## config.mk

```make
export PLATFORM = sky130hd
export DESIGN_NAME = bcd_updown_counter_flat
export DESIGN_NICKNAME = d
export VERILOG_FILES = /design/src/rtl/bcd_pkg.sv /design/src/rtl/bcd_updown_counter_if.sv /design/src/rtl/tick_gen.sv /design/src/rtl/bcd_updown_counter.sv /design/src/flat_wrapper.sv
export SDC_FILE = /design/constraint.sdc
export NUM_CORES = 1
export LEC_CHECK = 0
export BUFFER_PORTS_ARGS = -buffer_cell sky130_fd_sc_hd__clkbuf_2
export CORE_AREA = 2 2 72 74
export CTS_BUF_LIST = sky130_fd_sc_hd__clkbuf_8 sky130_fd_sc_hd__clkbuf_16
export DETAILED_ROUTE_END_ITERATION = 7
export DIE_AREA = 0 0 74 76
export PLACE_DENSITY = 0.92
export SLEW_MARGIN = 40
export SYNTH_ARGS = -nofsm -noshare
export SYNTH_HDL_FRONTEND = slang
export SYNTH_SLANG_ARGS = --single-unit
```

## constraint.sdc

```tcl
create_clock -name clk -period 3.4 [get_ports clk]
set_clock_uncertainty 0.2 [all_clocks]
set_input_delay 0.51 -clock clk [delete_from_list [all_inputs] [get_ports clk]]
set_output_delay 0.51 -clock clk [all_outputs]
set_load 0.02 [all_outputs]
```

## src/rtl/bcd_pkg.sv

```systemverilog
// Shared types and constants for the BCD up/down counter.
//   bcd_digit_t : one 4-bit BCD digit
//   bcd4_t      : four packed BCD digits, element [3] most significant
//   bcd_valid() : 1 when every digit of a bcd4_t is in 0..9
package bcd_pkg;

  localparam int unsigned BCD_DIGITS = 4;
  localparam int unsigned BCD_MAX    = 9;
  localparam int unsigned DIGIT_W    = 4;
  localparam int unsigned IDX_W      = 2;

  typedef logic [DIGIT_W-1:0] bcd_digit_t;
  typedef bcd_digit_t [BCD_DIGITS-1:0] bcd4_t;

  // Any nibble above 9 makes the word an illegal BCD value.
  function automatic logic bcd_valid(input bcd4_t v);
    logic ok;
    ok = 1'b1;
    for (int unsigned i = 0; i < BCD_DIGITS; i++) begin
      if (v[IDX_W'(i)] > DIGIT_W'(BCD_MAX)) ok = 1'b0;
    end
    return ok;
  endfunction

endpackage

```

## src/rtl/bcd_updown_counter_if.sv

```systemverilog
// Control/status bundle of the BCD up/down counter.
//   en, up, clear, load, load_val : controls driven by the master
//   digits, tc, load_err          : registered status returned by the counter
interface bcd_updown_counter_if;
  import bcd_pkg::*;

  logic  en;
  logic  up;
  logic  clear;
  logic  load;
  bcd4_t load_val;
  bcd4_t digits;
  logic  tc;
  logic  load_err;

  modport master (
    output en, up, clear, load, load_val,
    input  digits, tc, load_err
  );

  modport slave (
    input  en, up, clear, load, load_val,
    output digits, tc, load_err
  );

endinterface

```

## src/rtl/tick_gen.sv

```systemverilog
// Prescaler: counts 0..TICK_DIV-1 while enabled, flags tick on the last value.
//   clk, reset_n : clock and synchronous active-low reset
//   en           : advance the prescaler this cycle (holds when low)
//   restart      : force the prescaler back to 0 on the next edge
//   tick         : high in the enabled cycle where the count equals TICK_DIV-1
module tick_gen #(
  parameter int unsigned TICK_DIV = 50000000
) (
  input  logic clk,
  input  logic reset_n,
  input  logic en,
  input  logic restart,
  output logic tick
);

  // Wide enough for the full legal TICK_DIV range (up to 2^26-1).
  localparam int unsigned CNT_W = 26;
  localparam logic [CNT_W-1:0] CNT_LAST = CNT_W'(TICK_DIV - 1);

  logic [CNT_W-1:0] cnt_q;
  logic [CNT_W-1:0] cnt_d;

  // Internal strobe consumed in the same cycle by the digit stepper.
  assign tick = en && (cnt_q == CNT_LAST);

  // Next prescale value.
  always_comb begin
    cnt_d = cnt_q;
    if (restart) begin
      cnt_d = '0;
    end else if (en) begin
      cnt_d = tick ? '0 : cnt_q + CNT_W'(1);
    end
  end

  // Prescale register.
  always_ff @(posedge clk) begin
    if (!reset_n) cnt_q <= '0;
    else          cnt_q <= cnt_d;
  end

endmodule

```

## src/rtl/bcd_updown_counter.sv

```systemverilog
// Four-digit BCD up/down counter stepped by a TICK_DIV prescaler.
//   clk, reset_n : clock and synchronous active-low reset
//   bus.en       : enables prescaler and stepping
//   bus.up       : 1 = count up, 0 = count down
//   bus.clear    : zero the count (highest priority)
//   bus.load     : load bus.load_val if it is valid BCD
//   bus.digits   : registered count, [15:12] most significant
//   bus.tc       : one-cycle pulse when the count wraps
//   bus.load_err : one-cycle pulse when a load is rejected
module bcd_updown_counter
  import bcd_pkg::*;
#(
  parameter int unsigned TICK_DIV = 50000000
) (
  input  logic                   clk,
  input  logic                   reset_n,
  bcd_updown_counter_if.slave    bus
);

  logic  tick;
  logic  pre_en;
  logic  pre_restart;
  logic  load_ok;

  bcd4_t digits_q, digits_d;
  logic  tc_q, tc_d;
  logic  load_err_q, load_err_d;

  bcd4_t step_digits;
  logic  carry;

  assign load_ok = bcd_valid(bus.load_val);

  // Clear or any load cycle steals the tick; a rejected load also freezes the prescaler.
  assign pre_en      = bus.en & ~bus.clear & ~bus.load;
  assign pre_restart = bus.clear | (bus.load & load_ok);

  tick_gen #(
    .TICK_DIV (TICK_DIV)
  ) u_tick_gen (
    .clk     (clk),
    .reset_n (reset_n),
    .en      (pre_en),
    .restart (pre_restart),
    .tick    (tick)
  );

  // Ripple carry/borrow across the digits; a carry out of the top digit is a wrap.
  always_comb begin
    step_digits = digits_q;
    carry       = 1'b1;
    for (int unsigned i = 0; i < BCD_DIGITS; i++) begin
      if (carry) begin
        if (bus.up) begin
          if (digits_q[IDX_W'(i)] == DIGIT_W'(BCD_MAX)) begin
            step_digits[IDX_W'(i)] = '0;
          end else begin
            step_digits[IDX_W'(i)] = digits_q[IDX_W'(i)] + DIGIT_W'(1);
            carry                  = 1'b0;
          end
        end else begin
          if (digits_q[IDX_W'(i)] == '0) begin
            step_digits[IDX_W'(i)] = DIGIT_W'(BCD_MAX);
          end else begin
            step_digits[IDX_W'(i)] = digits_q[IDX_W'(i)] - DIGIT_W'(1);
            carry                  = 1'b0;
          end
        end
      end
    end
  end

  // Next-state: clear > load > tick step > hold.
  always_comb begin
    digits_d   = digits_q;
    tc_d       = 1'b0;
    load_err_d = 1'b0;
    if (bus.clear) begin
      digits_d = '0;
    end else if (bus.load) begin
      if (load_ok) digits_d   = bus.load_val;
      else         load_err_d = 1'b1;
    end else if (tick) begin
      digits_d = step_digits;
      tc_d     = carry;
    end
  end

  // Output registers.
  always_ff @(posedge clk) begin
    if (!reset_n) begin
      digits_q   <= '0;
      tc_q       <= 1'b0;
      load_err_q <= 1'b0;
    end else begin
      digits_q   <= digits_d;
      tc_q       <= tc_d;
      load_err_q <= load_err_d;
    end
  end

  assign bus.digits   = digits_q;
  assign bus.tc       = tc_q;
  assign bus.load_err = load_err_q;

endmodule

```

## src/flat_wrapper.sv

```systemverilog
// flat-port wrapper written by rule: the top's interface ports become plain ports
module bcd_updown_counter_flat import bcd_pkg::*;
#(
  parameter int unsigned TICK_DIV = 50000000
)
  (clk, reset_n, bus_en, bus_up, bus_clear, bus_load, bus_load_val, bus_digits, bus_tc, bus_load_err);
  bcd_updown_counter_if bus_i ();
  input  logic clk;
  input  logic reset_n;
  input wire logic [$bits(bus_i.en)-1:0] bus_en;
  input wire logic [$bits(bus_i.up)-1:0] bus_up;
  input wire logic [$bits(bus_i.clear)-1:0] bus_clear;
  input wire logic [$bits(bus_i.load)-1:0] bus_load;
  input wire logic [$bits(bus_i.load_val)-1:0] bus_load_val;
  output wire logic [$bits(bus_i.digits)-1:0] bus_digits;
  output wire logic [$bits(bus_i.tc)-1:0] bus_tc;
  output wire logic [$bits(bus_i.load_err)-1:0] bus_load_err;
  assign bus_i.en = bus_en;
  assign bus_i.up = bus_up;
  assign bus_i.clear = bus_clear;
  assign bus_i.load = bus_load;
  assign bus_i.load_val = bus_load_val;
  assign bus_digits = bus_i.digits;
  assign bus_tc = bus_i.tc;
  assign bus_load_err = bus_i.load_err;
  bcd_updown_counter #(.TICK_DIV(TICK_DIV)) u_core (.clk(clk), .reset_n(reset_n), .bus(bus_i));
endmodule
```

==> summary.md, run 1 <==
| Metric | Value |
|---|---|
| Final hold violation count | 0 |
| CTS Buf Count | 5 |
| # hold bufs at CTS | 0 |
| Routed Antenna Nets | 0 |
| Area Overhead vs Synth | 8.316% |
| CTS Root Cell | clkbuf_8 |
| DP HPWL | 5012 um |
| Routed via count | 2870 |
| Synth warnings | 0 |
| R2R Setup Slk | 990 ps |
| Residual DRC | 0 |
| Worst slew pin tran | 651.9 ps |
| Power Density | 318.7 nW/um2 |
| Worst EP arrival | 2380 ps |
| Worst skew pair latency | 300 ps |
| Number of global-route vias before repair | 2625 |
| Site row count | 26 |
| Total negative slack | 0 ps |
| Initial antenna violation count | 0 |
| Maximum buffer depth of the clock tree | 2 |
| Most frequent cells in the layout | dfxtp_1, nor2_1, clkbuf_2 |
| I/O Buffers | 39 |
| R2R depth | 5 |
| Die height | 76 um |
| CTS resizes | 0 |
| Setup crit end kind | flop |
| Die area | 5624 um2 |
| Final critical-path required period | 2411 ps |
| CTS clk-pin slew, worst paths | 90 ps |
| All-Layer GR Usage | 26.19% |
| DR WL/cell | 15.71 um |
| NumNets Final | 407 |
| Post-Synthesis Cells | 367 |
| Clock Sinks | 44 |
| Hold/Removal Path Class | in2reg |
| Startpoint types | flop |
| Status | complete, no violations |
| Synthesized Nets | 390 |
| Hold path endpoint | u_core.bus.digits[5] |
| Fmax | 414.7 MHz |
| First-pass GRT wire length | 11790 um |
| FFs w/ async S/R, synth | 0% |
| CP max FO | 6 |
| Fin crit share | 70.92% |
| Top Ports | 40 |
| Hold path startpoint | bus_load_val[5] |
| Synth Register Bits | 44 |
| R2R Path Start | u_core.u_tick_gen.cnt_q[17] |
| Largest net degree at the start of global routing | 38 |
| RSZ-0062 raised after global routing | no |
| Final setup violation count | 0 |
| Seq/Total Area, Yosys | 29.42% |
| Netlist cell types | 66 |
| Total power | 1034 uW |
| Worst r2r dst | u_core.bus.digits[12] |
| Synthesized area per cell | 8.158 um2 |
| Crit path cell chain | nor4bb_1, nand4_1, nand4b_1, a221oi_1, o32ai_1 |
| ANT cells | 0 |
| Starting Density | 60.95% |
| Slew Viols, Final | 0 |
| Layout cell share with drive strength beyond 1 | 19.48% |
| Mapped Area | 2994 um2 |
| Drt pass-1 iters | 6 |
| Ys flop type | dfxtp_1 |
| Routability Congestion | 0.8590 |
| Starting DRT DRC Count | 181 |
| GR Overflow Total | 0 |
| Post-CTS Setup Bufs | 0 |
| Die width | 74 um |
| Vias per Instance | 6.308 |
| CTS tree | done |
| Core box area | 4912 um2 |
| Largest stage delay on the critical path | 440 ps |
| Leak | 0.001200 uW |
| H-tree depth | 2 |
| Max VDD drop | 0.2788 mV |
| Slew HR | 56.54% |
| Setup Crit Path Kind | reg2reg |
| Final WL | 7150 um |
| Max_cap viols | 0 |
| Post-synth EDFFs | 0 |
| Most common cell after layout, fill and taps aside | dfxtp_1 |
| Worst path required time | 3370 ps |
| Hold path cells | 3 |
| Slowest cell on crit path | nand4b_1 |
## registers in the layout, indices dropped and copies added (netlist names)
signal,flops
u_core.bus.digits,16
u_core.bus.load_err,1
u_core.bus.tc,1
u_core.u_tick_gen.cnt_q,26
## area by class of cell
type | count | area, um2
multi-input combinational | 279 | 1904
fill | 398 | 1669
sequential | 44 | 880.8
timing repair buffer | 42 | 217.7
tap | 70 | 87.58
clock buffer | 5 | 68.82
inverter | 12 | 45.04
clock inverter | 3 | 38.79
## cell families after synthesis
kind of cell    count (synthesis)  share of synthesized area, %
xor+xnor                       27                         7.898
simple gates                  167                         33.64
flops                          44                         29.42
buf+inv                        44                         6.978
fa+ha+maj                       1                        0.4178
compound gates                 78                         19.47
mux                             6                         2.173
## metrics by stage
stage | util (%) | worst slack [ps] | cells | cell area, um2 | hold slack [ps]
global route | 66.02 | 788.5 | 455 | 3243 | 301.4
finish | 66.02 | 988.8 | 455 | 3243 | 278.7
detailed placement | 63.83 | 805.9 | 447 | 3136 | 299.8
global placement | 63.83 | 847.0 | 447 | 3136 | 275.4
CTS | 66.02 | 1065 | 455 | 3243 | 277.3
floorplan | - | 1290 | 367 | 2994 | 261.5
## how the worst max path moves through the flow
stage	start	to	slack [ps]	cells after the start
after floorplan	bus_up	u_core.bus.digits[13]	1290	6
after global placement	bus_load	u_core.u_tick_gen.cnt_q[9]	850	8
after detailed placement	bus_up	u_core.bus.digits[12]	810	6
after CTS	bus_up	u_core.bus.digits[12]	1060	6
after global routing	u_core.u_tick_gen.cnt_q[17]	u_core.bus.digits[12]	790	5
final	u_core.u_tick_gen.cnt_q[17]	u_core.bus.digits[12]	990	5
## power by group
part	internal [uW]	switching, uW	leakage [uW]
logic	41.9	64.0	0.000786
clock network	215	187	0.0000593
registers	518	7.61	0.000355
total	775	258	0.00120
## Yosys cell counts, types with 2 or more instances
cell / count / area share [%]
dfxtp_1: 44 / 29
nor2_1: 39 / 4.9
nand2_1: 28 / 3.5
xnor2_1: 21 / 6.1
clkbuf_1: 18 / 2.3
nand3_1: 18 / 3.0
o21ai_0: 15 / 2.5
nor3_1: 13 / 2.2
a21oi_1: 12 / 2.0
inv_1: 12 / 1.5
nor4_1: 10 / 2.1
and2_1: 8 / 1.7
buf_2: 8 / 1.3
o22ai_1: 7 / 1.5
a311oi_1: 6 / 1.8
xor2_1: 6 / 1.8
mux2i_1: 5 / 1.7
nand4_1: 5 / 1.0
nor2b_1: 5 / 1.0
a221oi_1: 4 / 1.2
and3_1: 4 / 0.84
nand2b_1: 4 / 0.84
nand3b_1: 4 / 1.0
or2_2: 4 / 0.84
or3_1: 4 / 0.84
and4_1: 3 / 0.88
buf_4: 3 / 0.75
buf_6: 3 / 1.1
nor4_4: 3 / 2.1
o211ai_1: 3 / 0.75
o221ai_1: 3 / 0.88
a211o_1: 2 / 0.59
a21boi_2: 2 / 0.75
a21o_1: 2 / 0.50
a221o_1: 2 / 0.67
a221oi_2: 2 / 1.0
a32o_1: 2 / 0.67
and4b_1: 2 / 0.67
nand4_4: 2 / 1.4
o211a_1: 2 / 0.67
o21a_1: 2 / 0.50
## critical path: cells and delay by family (launching register included)
kind	cells	cell delay [ps]
AND/OR/NAND/NOR	3	1100
AO/OA/AOI/OAI	2	560
flip-flops	1	420
## metal layers
metal  vias to the layer above  track usage, %  wire (um)
met1                      1362           30.69       2893
li1                       1358               -          -
met5                         -               0          0
met3                        28           5.159        452
met4                         0           12.55        221
met2                       122           44.55       3582
Note: power is estimated with default switching activity, not from simulation.
==> run 2: changes to the inputs <==
- CORE_AREA: 2 2 72 74 -> 2 2 79 81
- DIE_AREA: 0 0 74 76 -> 0 0 81 83
- PLACE_DENSITY: 0.92 -> 0.82
- clock period: 3.4 -> 2 ns (I/O delays scaled with it)
==> summary.md, run 2 (synthesis gave the netlist of run 1 again) <==
| Metric | Value |
|---|---|
| Status | complete, but fails checks (was complete, no violations) |
| Failing checks | negative setup slack |
| Worst r2r dst | u_core.bus.digits[0] (was u_core.bus.digits[12]) |
| Final cell count without fillers | 513 (was 455) |
| Initial antenna violation count | 0 (unchanged) |
| Final critical-path required period | 2113 ps (was 2411 ps) |
| Power Density | 471.8 nW/um2 (was 318.7 nW/um2) |
| Max FFs per register | 26 (unchanged) |
| CTS tree | done (unchanged) |
| R2R depth | 6 (was 5) |
| Worst skew pair latency | 300 ps (about the same) |
| Slew HR | 72.85% (was 56.54%) |
| Layout cell share with drive strength beyond 1 | 35.39% (was 19.48%) |
| NumNets Final | 460 (was 407) |
| Die area | 6723 um2 (was 5624 um2) |
| # hold bufs at CTS | 0 (unchanged) |
| Routability Congestion | 0.8119 (was 0.8590) |
| Starting Density | 51.48% (was 60.95%) |
| Slew Viols, Final | 0 (unchanged) |
| H-tree depth | 2 (unchanged) |
| Startpoint types | flop (unchanged) |
| Maximum buffer depth of the clock tree | 2 (unchanged) |
| GR Overflow Total | 0 (unchanged) |
| Most common cell after layout, fill and taps aside | buf_4 (was dfxtp_1) |
| Routed Antenna Nets | 0 (unchanged) |
| Number of global-route vias before repair | 2940 (was 2625) |
| Area Overhead vs Synth | 28.29% (was 8.316%) |
| Largest stage delay on the critical path | 370 ps (was 440 ps) |
| Crit path cell chain | nor4_4, nand4_1, buf_6, nor4_2, o22ai_1, a221oi_2 (was nor4bb_1, nand4_1, nand4b_1, a221oi_1, o32ai_1) |
| CTS Root Cell | clkbuf_8 (unchanged) |
| Final Worst Setup Slack | -112.5 ps (was 988.8 ps) |
| Grt met2 use | 42.07% (was 44.55%) |
| RSZ-0062 raised after global routing | yes (was no) |
| CTS Buf Count | 5 (unchanged) |
| CP max FO | 5 (was 6) |
| Grt peak-use layer | met2 (unchanged) |
| Max VDD drop | 0.5842 mV (was 0.2788 mV) |
| Site row count | 28 (was 26) |
| ANT cells | 0 (unchanged) |
| Placed insts | 501 (was 447) |
| R2R Setup Slk | -110 ps (was 990 ps) |
| Core box area | 5816 um2 (was 4912 um2) |
| GR Layer Usage met1 | 30.63% (was 30.69%) |
| Most frequent cells in the layout | buf_4, nor2_1, clkbuf_2, dfxtp_1, nand2_1 (was dfxtp_1, nor2_1, clkbuf_2) |
| Fmax | 473.4 MHz (was 414.7 MHz) |
| Setup crit end kind | flop (unchanged) |
| Die width | 81 um (was 74 um) |
| R2R Path Start | u_core.u_tick_gen.cnt_q[16] (was u_core.u_tick_gen.cnt_q[17]) |
| DP HPWL | 5710 um (was 5012 um) |
| Cell family with most CP delay | simple AND/OR/NAND/NOR gates (unchanged) |
| Worst path required time | 2020 ps (was 3370 ps) |
| Hold path endpoint | u_core.bus.digits[5] (unchanged) |
| Vias per Instance | 6.179 (was 6.308) |
| Fin crit share | 105.6% (was 70.92%) |
| Slowest cell on crit path | dfxtp_4 (was nand4b_1) |
| CTS clk-pin slew, worst paths | 90 ps (about the same) |
| Residual DRC | 0 (unchanged) |
| DR WL/cell | 16.45 um (was 15.71 um) |
| Hold/Removal Path Class | in2reg (unchanged) |
| Drt pass-1 iters | 5 (was 6) |
| Worst EP arrival | 2140 ps (was 2380 ps) |
| Worst slew pin tran | 406.4 ps (was 651.9 ps) |
| I/O Buffers | 39 (unchanged) |
| Top Ports | 40 (unchanged) |
| First-pass GRT wire length | 13380 um (was 11790 um) |
| Setup Crit Path Kind | reg2reg (unchanged) |
| Clock Sinks | 44 (unchanged) |
| Global Route met3 Usage | 3.804% (was 5.159%) |
| Hold path startpoint | bus_load_val[5] (unchanged) |
| Final instance area | 3841 um2 (was 3243 um2) |
| Pre-CTS setup slack | -26.96 ps (was 805.9 ps) |
| Dpl cell area | 3537 um2 (was 3136 um2) |
| Routed via count | 3170 (was 2870) |
| Hold path cells | 3 (unchanged) |
| CP bufs+invs | 1 (was 0) |
| Starting DRT DRC Count | 147 (was 181) |
| Max_cap viols | 0 (unchanged) |
| Largest Register | u_core.u_tick_gen.cnt_q (unchanged) |
| Die height | 83 um (was 76 um) |
| Final hold violation count | 0 (unchanged) |
| All-Layer GR Usage | 24.72% (was 26.19%) |
| Largest net degree at the start of global routing | 25 (was 38) |
| Final setup violation count | 33 (was 0) |
| Leak | 0.001512 uW (was 0.001200 uW) |
| Final WL | 8437 um (was 7150 um) |
-- run 2: worst max-delay path by stage --
stage / from / to / slack, ps / cells after the start
6_report: u_core.u_tick_gen.cnt_q[16] / u_core.bus.digits[0] / -110 / 6
5_1_grt: u_core.u_tick_gen.cnt_q[16] / u_core.bus.digits[0] / -220 / 6
3_3_place_gp: bus_load_val[14] / u_core.bus.digits[9] / 10 / 7
4_1_cts: u_core.u_tick_gen.cnt_q[8] / u_core.bus.digits[1] / 4 / 6
3_5_place_dp: bus_up / u_core.bus.digits[9] / -30 / 7
2_1_floorplan: u_core.bus.digits[7] / u_core.bus.digits[13] / 10 / 6
-- run 2: metal layers --
layer | share of wire [%] | wire (um) | vias to the layer above
li1 | - | - | 1472
met4 | 2.7 | 231 | 0
met5 | 0 | 0 | -
met2 | 52 | 4394 | 133
met3 | 5.4 | 457 | 24
met1 | 40 | 3353 | 1541
-- run 2: layout make-up --
class,instances,area [um2]
Multi-Input combinational cell,279,2046
Fill cell,461,1974
Sequential cell,44,889.6
Timing Repair Buffer,95,659.4
Tap cell,75,93.84
Clock buffer,5,68.82
Inverter,12,45.04
Clock inverter,3,38.79
-- run 2: worst reg2reg max path: stages, from the launching register on --
cell	delay (ps)
dfxtp_4	370
nor4_4	330
nand4_1	160
buf_6	160
nor4_2	360
o22ai_1	180
a221oi_2	280
-- run 2: report_power, final --
part	internal, uW	switching, uW
Sequential	880	6.17
Combinational	98.4	138
Clock	366	324
-- run 2: timing repair --
action                                  4_1_cts  5_1_grt
gates resized for setup                       4       31
buffers inserted                              3        1
pin swaps                                     2       16
endpoints found under the setup margin       42       41
-- run 2: metrics by stage --
stage | TNS (ps) | util, % | total power, uW | hold WS (ps)
2_1_floorplan | 0 | - | 1039 | 261.5
3_3_place_gp | 0 | 60.82 | 1114 | 277.3
3_5_place_dp | -306.8 | 60.82 | 1120 | 324.2
4_1_cts | 0 | 63.53 | 1793 | 72.38
5_1_grt | -5471 | 66.05 | 1876 | 113.5
6_report | -2046 | 66.05 | 1812 | 97.09
